===== src/rtl/pulse_conditioner_pkg.sv =====
// Shared constants, repeat-FSM state encoding and width helpers for the
// pulse conditioner and its per-channel slice.
package pulse_conditioner_pkg;

    localparam logic [1:0] MODE_OFF  = 2'b00;
    localparam logic [1:0] MODE_RISE = 2'b01;
    localparam logic [1:0] MODE_FALL = 2'b10;
    localparam logic [1:0] MODE_BOTH = 2'b11;

    typedef logic [1:0] rpt_state_t;

    localparam rpt_state_t RPT_IDLE   = 2'd0;
    localparam rpt_state_t RPT_DELAY  = 2'd1;
    localparam rpt_state_t RPT_REPEAT = 2'd2;

    // Ceiling log2 with a floor of one bit, usable in constant expressions.
    function automatic int unsigned clog2_w(input int unsigned value);
        int unsigned w;
        w = 32'd0;
        for (int i = 0; i < 32; i++) begin
            if ((64'd1 << w) < 64'(value)) begin
                w = w + 32'd1;
            end else begin
                w = w;
            end
        end
        if (w == 32'd0) begin
            w = 32'd1;
        end else begin
            w = w;
        end
        return w;
    endfunction

    function automatic int unsigned max_u(input int unsigned a, input int unsigned b);
        return (a > b) ? a : b;
    endfunction

endpackage


===== src/rtl/pulse_conditioner_channel.sv =====
// One input channel: two-flop synchroniser, debouncer, edge detector and
// hold-to-repeat FSM, all feeding a single registered pulse output.
module pulse_channel
    import pulse_conditioner_pkg::*;
#(
    parameter int unsigned DEBOUNCE_CYCLES = 4,
    parameter int unsigned REPEAT_DELAY    = 16,
    parameter int unsigned REPEAT_PERIOD   = 8
) (
    input  logic       clk,
    input  logic       reset,
    input  logic       trigger_in,
    input  logic [1:0] edge_mode,
    input  logic       repeat_en,
    output logic       level_out,
    output logic       pulse_out,
    output logic       pulse_next
);

    localparam int unsigned DB_W = clog2_w(DEBOUNCE_CYCLES + 32'd1);
    localparam int unsigned RP_W = clog2_w(max_u(REPEAT_DELAY, REPEAT_PERIOD) + 32'd1);

    localparam logic [DB_W-1:0] DB_LAST = DB_W'(DEBOUNCE_CYCLES - 32'd1);
    localparam logic [DB_W-1:0] DB_ONE  = DB_W'(32'd1);
    localparam logic [RP_W-1:0] RD_LAST = RP_W'(REPEAT_DELAY - 32'd1);
    localparam logic [RP_W-1:0] RP_LAST = RP_W'(REPEAT_PERIOD - 32'd1);
    localparam logic [RP_W-1:0] RP_ONE  = RP_W'(32'd1);

    logic            sync1_q;
    logic            sync2_q;
    logic            stable_q;
    logic            stable_d;
    logic [DB_W-1:0] db_cnt_q;
    logic [DB_W-1:0] db_cnt_d;
    logic            prev_q;
    logic            pulse_q;
    logic            pulse_d;
    rpt_state_t      rpt_state_q;
    rpt_state_t      rpt_state_d;
    logic [RP_W-1:0] rpt_cnt_q;
    logic [RP_W-1:0] rpt_cnt_d;

    logic rise_s;
    logic fall_s;
    logic rpt_abort_s;
    logic rpt_fire_s;

    assign rise_s      = stable_q & ~prev_q;
    assign fall_s      = ~stable_q & prev_q;
    assign rpt_abort_s = ~stable_q | ~repeat_en | ~edge_mode[0];

    // Debouncer: a level change is accepted only after DEBOUNCE_CYCLES
    // consecutive samples that disagree with the current stable level.
    always_comb begin
        stable_d = stable_q;
        db_cnt_d = '0;
        if (sync2_q != stable_q) begin
            if (db_cnt_q == DB_LAST) begin
                stable_d = ~stable_q;
                db_cnt_d = '0;
            end else begin
                db_cnt_d = db_cnt_q + DB_ONE;
            end
        end else begin
            db_cnt_d = '0;
        end
    end

    // Repeat FSM: dropping the level, repeat_en or the rising mode bit
    // wins over any repeat pulse due in the same cycle.
    always_comb begin
        rpt_state_d = rpt_state_q;
        rpt_cnt_d   = rpt_cnt_q;
        rpt_fire_s  = 1'b0;
        if (rpt_abort_s) begin
            rpt_state_d = RPT_IDLE;
            rpt_cnt_d   = '0;
        end else begin
            case (rpt_state_q)
                RPT_IDLE: begin
                    rpt_cnt_d = '0;
                    if (rise_s) begin
                        rpt_state_d = RPT_DELAY;
                    end else begin
                        rpt_state_d = RPT_IDLE;
                    end
                end
                RPT_DELAY: begin
                    if (rpt_cnt_q == RD_LAST) begin
                        rpt_fire_s  = 1'b1;
                        rpt_state_d = RPT_REPEAT;
                        rpt_cnt_d   = '0;
                    end else begin
                        rpt_cnt_d = rpt_cnt_q + RP_ONE;
                    end
                end
                RPT_REPEAT: begin
                    if (rpt_cnt_q == RP_LAST) begin
                        rpt_fire_s = 1'b1;
                        rpt_cnt_d  = '0;
                    end else begin
                        rpt_cnt_d = rpt_cnt_q + RP_ONE;
                    end
                end
                default: begin
                    rpt_state_d = RPT_IDLE;
                    rpt_cnt_d   = '0;
                end
            endcase
        end
    end

    // Edge pulses and repeat pulses share one output register.
    always_comb begin
        pulse_d = (edge_mode[0] & rise_s) | (edge_mode[1] & fall_s) | rpt_fire_s;
    end

    // Channel state registers with synchronous reset.
    always_ff @(posedge clk) begin
        if (reset) begin
            sync1_q     <= 1'b0;
            sync2_q     <= 1'b0;
            stable_q    <= 1'b0;
            db_cnt_q    <= '0;
            prev_q      <= 1'b0;
            pulse_q     <= 1'b0;
            rpt_state_q <= RPT_IDLE;
            rpt_cnt_q   <= '0;
        end else begin
            sync1_q     <= trigger_in;
            sync2_q     <= sync1_q;
            stable_q    <= stable_d;
            db_cnt_q    <= db_cnt_d;
            prev_q      <= stable_q;
            pulse_q     <= pulse_d;
            rpt_state_q <= rpt_state_d;
            rpt_cnt_q   <= rpt_cnt_d;
        end
    end

    assign level_out  = stable_q;
    assign pulse_out  = pulse_q;
    assign pulse_next = pulse_d;

endmodule


===== src/rtl/pulse_conditioner.sv =====
// Multi-channel conditioner turning raw buttons/switches into clean
// single-cycle step pulses, plus a combined any_pulse flag.
module pulse_conditioner
    import pulse_conditioner_pkg::*;
#(
    parameter int unsigned CHANNELS        = 4,
    parameter int unsigned DEBOUNCE_CYCLES = 4,
    parameter int unsigned REPEAT_DELAY    = 16,
    parameter int unsigned REPEAT_PERIOD   = 8
) (
    input  logic                  clk,
    input  logic                  reset,
    input  logic [CHANNELS-1:0]   trigger_in,
    input  logic [2*CHANNELS-1:0] edge_mode,
    input  logic [CHANNELS-1:0]   repeat_en,
    output logic [CHANNELS-1:0]   level_out,
    output logic [CHANNELS-1:0]   pulse_out,
    output logic                  any_pulse
);

    logic [CHANNELS-1:0] pulse_next_s;
    logic                any_pulse_q;

    for (genvar g = 0; g < CHANNELS; g++) begin : g_chan
        pulse_channel #(
            .DEBOUNCE_CYCLES (DEBOUNCE_CYCLES),
            .REPEAT_DELAY    (REPEAT_DELAY),
            .REPEAT_PERIOD   (REPEAT_PERIOD)
        ) u_chan (
            .clk        (clk),
            .reset      (reset),
            .trigger_in (trigger_in[g]),
            .edge_mode  (edge_mode[2*g +: 2]),
            .repeat_en  (repeat_en[g]),
            .level_out  (level_out[g]),
            .pulse_out  (pulse_out[g]),
            .pulse_next (pulse_next_s[g])
        );
    end

    // OR the channels' next-state pulses so any_pulse lines up with pulse_out.
    always_ff @(posedge clk) begin
        if (reset) begin
            any_pulse_q <= 1'b0;
        end else begin
            any_pulse_q <= |pulse_next_s;
        end
    end

    assign any_pulse = any_pulse_q;

endmodule


===== config.mk =====
export PLATFORM = sky130hd
export DESIGN_NAME = pulse_conditioner
export DESIGN_NICKNAME = d
export VERILOG_FILES = /design/src/rtl/pulse_conditioner_pkg.sv /design/src/rtl/pulse_conditioner_channel.sv /design/src/rtl/pulse_conditioner.sv
export SDC_FILE = /design/constraint.sdc
export NUM_CORES = 1
export LEC_CHECK = 0
export ABC_AREA = 1
export CAP_MARGIN = 40
export CORE_UTILIZATION = 49
export DETAILED_ROUTE_END_ITERATION = 12
export DONT_BUFFER_PORTS = 1
export GPL_TIMING_DRIVEN = 1
export PLACE_DENSITY_LB_ADDON = 0.08
export SLEW_MARGIN = 20
export SYNTH_ARGS = -nofsm -noshare
export SYNTH_HDL_FRONTEND = slang
export SYNTH_SLANG_ARGS = --single-unit
export TNS_END_PERCENT = 30

===== constraint.sdc =====
create_clock -name clk -period 1.7 [get_ports clk]
set_input_delay 0 -clock clk [delete_from_list [all_inputs] [get_ports clk]]
set_output_delay 0 -clock clk [all_outputs]
set_load 0.03 [all_outputs]

==> metrics.md <==
| Metric | Value |
|---|---|
| Status | finished, final reports clean |
| Die height | between 70 and 80 um |
| Clk slew on worst S/H paths | approximately 0.070 ns |
| Residual DRC | 0 |
| Hold_sp | reset |
| Largest net degree at the start of global routing | 24 |
| Layout Utilization | between 60% and 70% |
| Setup Skew | approximately 0.007 ns |
| Vias | between 2k and 2.5k |
| Fin crit share | just over 90% |
| Crit Path Max Fanout | 8 |
| H-Tree Depth | 3 |
| Seq/Total Area, Yosys | a little over two fifths |
| Mapped cell area | 2890 um2 |
| CP Capture Type | flip-flop |
| CP Class | flip-flop to flip-flop |
| Worst setup path startpoint | g_chan[3].u_chan.level_out |
| Setup Fix Bufs, Post-CTS | 0 |
| GRT Overall Usage | a little under a fifth |
| Post-synth EDFFs | 0 |
| Dominant cell type by area after synthesis | dfxtp_1 |
| Yosys warning count | 0 |
| Initial antenna violation count | 0 |
| Post-Layout Cell Count | 467 |
| CTS buffer count | 9 |
| DR pass1 iterations | 4 |
| Routability cong. | between 0.7 and 0.8 |
| Final WS setup | approximately 0.13 ns |
| Row count | 27 |
| Syn Nets | 415 |
| Global route overflow | 0 |
| R2R Path Start | g_chan[3].u_chan.level_out |
| Placed cells | approximately 430 |
| Iteration-0 DRC Markers | 54 |
| LEAKAGE | 1.32 nW |
| Skew-Pair Late Insertion Delay | approximately 0.33 ns |
| Wire length per cell | between 10 and 15 um |
| Core footprint | about 5600 um2 |
| Setup Slack @ Placement | roughly 0.17 ns |
| I/O Pins | 27 |
| CTS root buf | clkbuf_8 |
| DIE WIDTH | approximately 79 um |
| Asr flop ratio synth | 0% |
| Post-synthesis instance total | around 370 |
| Fmax achieved | 0.637 GHz |
| Worst EP required | between 1.5 and 2 ns |
| Pwr/cell area | between 900 and 1000 nW/um2 |
| Syn_area_per_cell | approximately 8 um2 |
| Maximum vdd drop | about 0.00046 V |
| Clock Path Buffers | 2 |
| Setup violators final | 0 |
| Number of synthesized register bits | between 60 and 70 |
| Fraction of layout cells with a size suffix above 1 | 8.86% |
| Post-route ant nets | 0 |
| DIE AREA | between 6000 and 7000 um2 |
| Slew margin rel. | about 70% |
| Fillers | roughly 530 |
| Type of origin of the critical path | flip-flop |
| Ranking of synthesized cells by area | dfxtp_1 42%, ha_1 14%, inv_1 9.2% |
| Number of hold violations in the final report | 0 |
| Top cell type's share of synthesized area | 42.3% |
| Nets | 440 |
| Area Overhead vs Synth | 17.2% |
| Minimum clock period | approximately 1.6 ns |
| Total clock sinks | between 60 and 70 |
| Setup total negative slack | 0 ns |
| Total wire length | approximately 5100 um |
| Vias in the first global route | a little over 2k |
| Via density | between 4 and 5 |
| Initial Utilization | between 50% and 60% |
| Unrepaired setup endpoints after global routing | false |
| CTS tree | done |
| Global-route wire length before repair | ~9000 um |
| Worst Path Arrival | 1.83 ns |
| Worst-margin pin slew | roughly 0.48 ns |
| Total power | approximately 3.1 mW |
| Max-Cap Viols | 0 |
| Final Slew Violations | 0 |
| Ant diodes | 0 |
| Main synth FF type | dfxtp_1 |
| Unique masters post-synth | 27 |
| Worst Hold Class | primary input to flip-flop |
| I/O Buffers | 0 |
| Hpwl dp | roughly 3700 um |
cells by family after synthesis:
family          Yosys count  share of synthesized area (%)
flops                    61                           42.3
buf+inv                  83                           12.0
fa+ha+maj                32                           13.9
compound gates           46                           9.18
simple gates            139                           21.5
xor+xnor                  4                           1.21
worst paths after layout:
| check | depth (start not counted) | slack [ns] | end |
|---|---|---|---|
| hold / removal | 3 | 0.03 | g_chan[2].u_chan.level_out |
| hold reg to reg | 2 | 0.40 | g_chan[2].u_chan.sync2_q |
| setup / recovery | 7 | 0.13 | any_pulse |
| setup reg to reg | 7 | 0.13 | any_pulse |
power breakdown:
part | leakage, nW | switching (mW) | internal (mW) | total, mW
clock network | 0.121 | 0.532 | 1.01 | 1.54
registers | 0.494 | 0.00491 | 1.44 | 1.45
logic | 0.710 | 0.0352 | 0.0369 | 0.0721
total | 1.32 | 0.572 | 2.49 | 3.06
synthesized netlist by cell type (2+ instances only):
cell / n
inv_1: 71
dfxtp_1: 61
nor2_1: 52
nand2_1: 45
ha_1: 32
nand3_1: 20
a21oi_1: 19
o21ai_0: 14
buf_4: 8
nor2_2: 5
nand3_2: 4
o211ai_1: 4
xor2_1: 4
a211oi_1: 3
a31oi_1: 3
buf_2: 3
nand4_1: 3
nor3_1: 3
nor3b_1: 2
nor4_1: 2
cells in the final DEF (no fill, tap or decap):
| master | synthesis | final |
|---|---|---|
| a31oi_1 | 3 | 3 |
| or2_0 | 1 | 1 |
| o21ai_0 | 14 | 14 |
| o211ai_1 | 4 | 4 |
| o21bai_1 | 1 | 1 |
| nor3_1 | 3 | 3 |
| buf_4 | 8 | 5 |
| inv_1 | 71 | 71 |
| nand4_1 | 3 | 3 |
| nor2_1 | 52 | 52 |
| ha_1 | 32 | 32 |
| a211oi_1 | 3 | 3 |
| nor3b_1 | 2 | 2 |
| o21ai_1 | 1 | 1 |
| buf_6 | 0 | 1 |
| nor4_2 | 1 | 1 |
| inv_2 | 1 | 1 |
| dfxtp_1 | 61 | 59 |
| dlygate4sd3_1 | 0 | 19 |
| dfxtp_2 | 0 | 2 |
| clkbuf_1 | 0 | 2 |
| nor2_2 | 5 | 5 |
| clkinv_2 | 0 | 1 |
| o32ai_2 | 1 | 1 |
| a21oi_1 | 19 | 19 |
| clkbuf_8 | 0 | 10 |
| or2_2 | 1 | 1 |
| nand3_2 | 4 | 4 |
| nor4_1 | 2 | 2 |
| nand2_1 | 45 | 45 |
| xor2_1 | 4 | 4 |
| bufinv_16 | 0 | 3 |
| nand3_1 | 20 | 20 |
critical path, cell delays in order, from the launching register on:
cell and delay [ns]:
dfxtp_2 0.41, nand3_2 0.07, dlygate4sd3_1 0.57, nor2_2 0.13, nand2_1 0.10, nand2_1 0.07, nor2_1 0.04, a21oi_1 0.11
area by class of cell:
| type | instances | area [um2] | share of cell area (%) |
|---|---|---|---|
| Multi-Input combinational cell | 221 | 1320 | 39.1 |
| Clock inverter | 4 | 95.1 | 2.81 |
| Sequential cell | 61 | 1220 | 36.1 |
| Clock buffer | 12 | 145 | 4.29 |
| Tap cell | 72 | 90.1 | 2.66 |
| Inverter | 72 | 270 | 7.98 |
| Timing Repair Buffer | 25 | 239 | 7.06 |
through the flow:
step / area, um2 / hold WS, ns
after detailed placement: 2940 / 0.0758
after global placement: 2940 / 0.0737
after CTS: 3370 / 0.00530
final: 3390 / 0.0253
after global routing: 3390 / 0.0390
after floorplan: 2890 / 0.107
layer usage:
| layer | up-vias | wire, um | part of all wire (%) | global-route usage [%] |
|---|---|---|---|---|
| li1 | 1188 | - | - | - |
| met1 | 990 | 2630 | 52 | 24.2 |
| met2 | 26 | 2200 | 43 | 28.2 |
| met3 | 9 | 158 | 3.1 | 4.14 |
| met4 | 0 | 99 | 1.9 | 11.1 |
| met5 | - | 0 | 0 | 0 |
flip-flops by register name (all words and copies together), names as in the netlist:
register	cells
g_chan.u_chan.sync2_q	4
g_chan.u_chan.prev_q	4
g_chan.u_chan.db_cnt_q	12
g_chan.u_chan.rpt_state_q	8
g_chan.u_chan.rpt_cnt_q	20
g_chan.u_chan.pulse_out	4
g_chan.u_chan.level_out	4
g_chan.u_chan.sync1_q	4
any_pulse	1
repair_timing:
item                                   CTS  global route
setup endpoints to repair                0             4
hold buffers                            19             0
resized for setup                        0             2
endpoints found under the hold margin   56             0
Note: power is estimated with default switching activity, not from simulation.
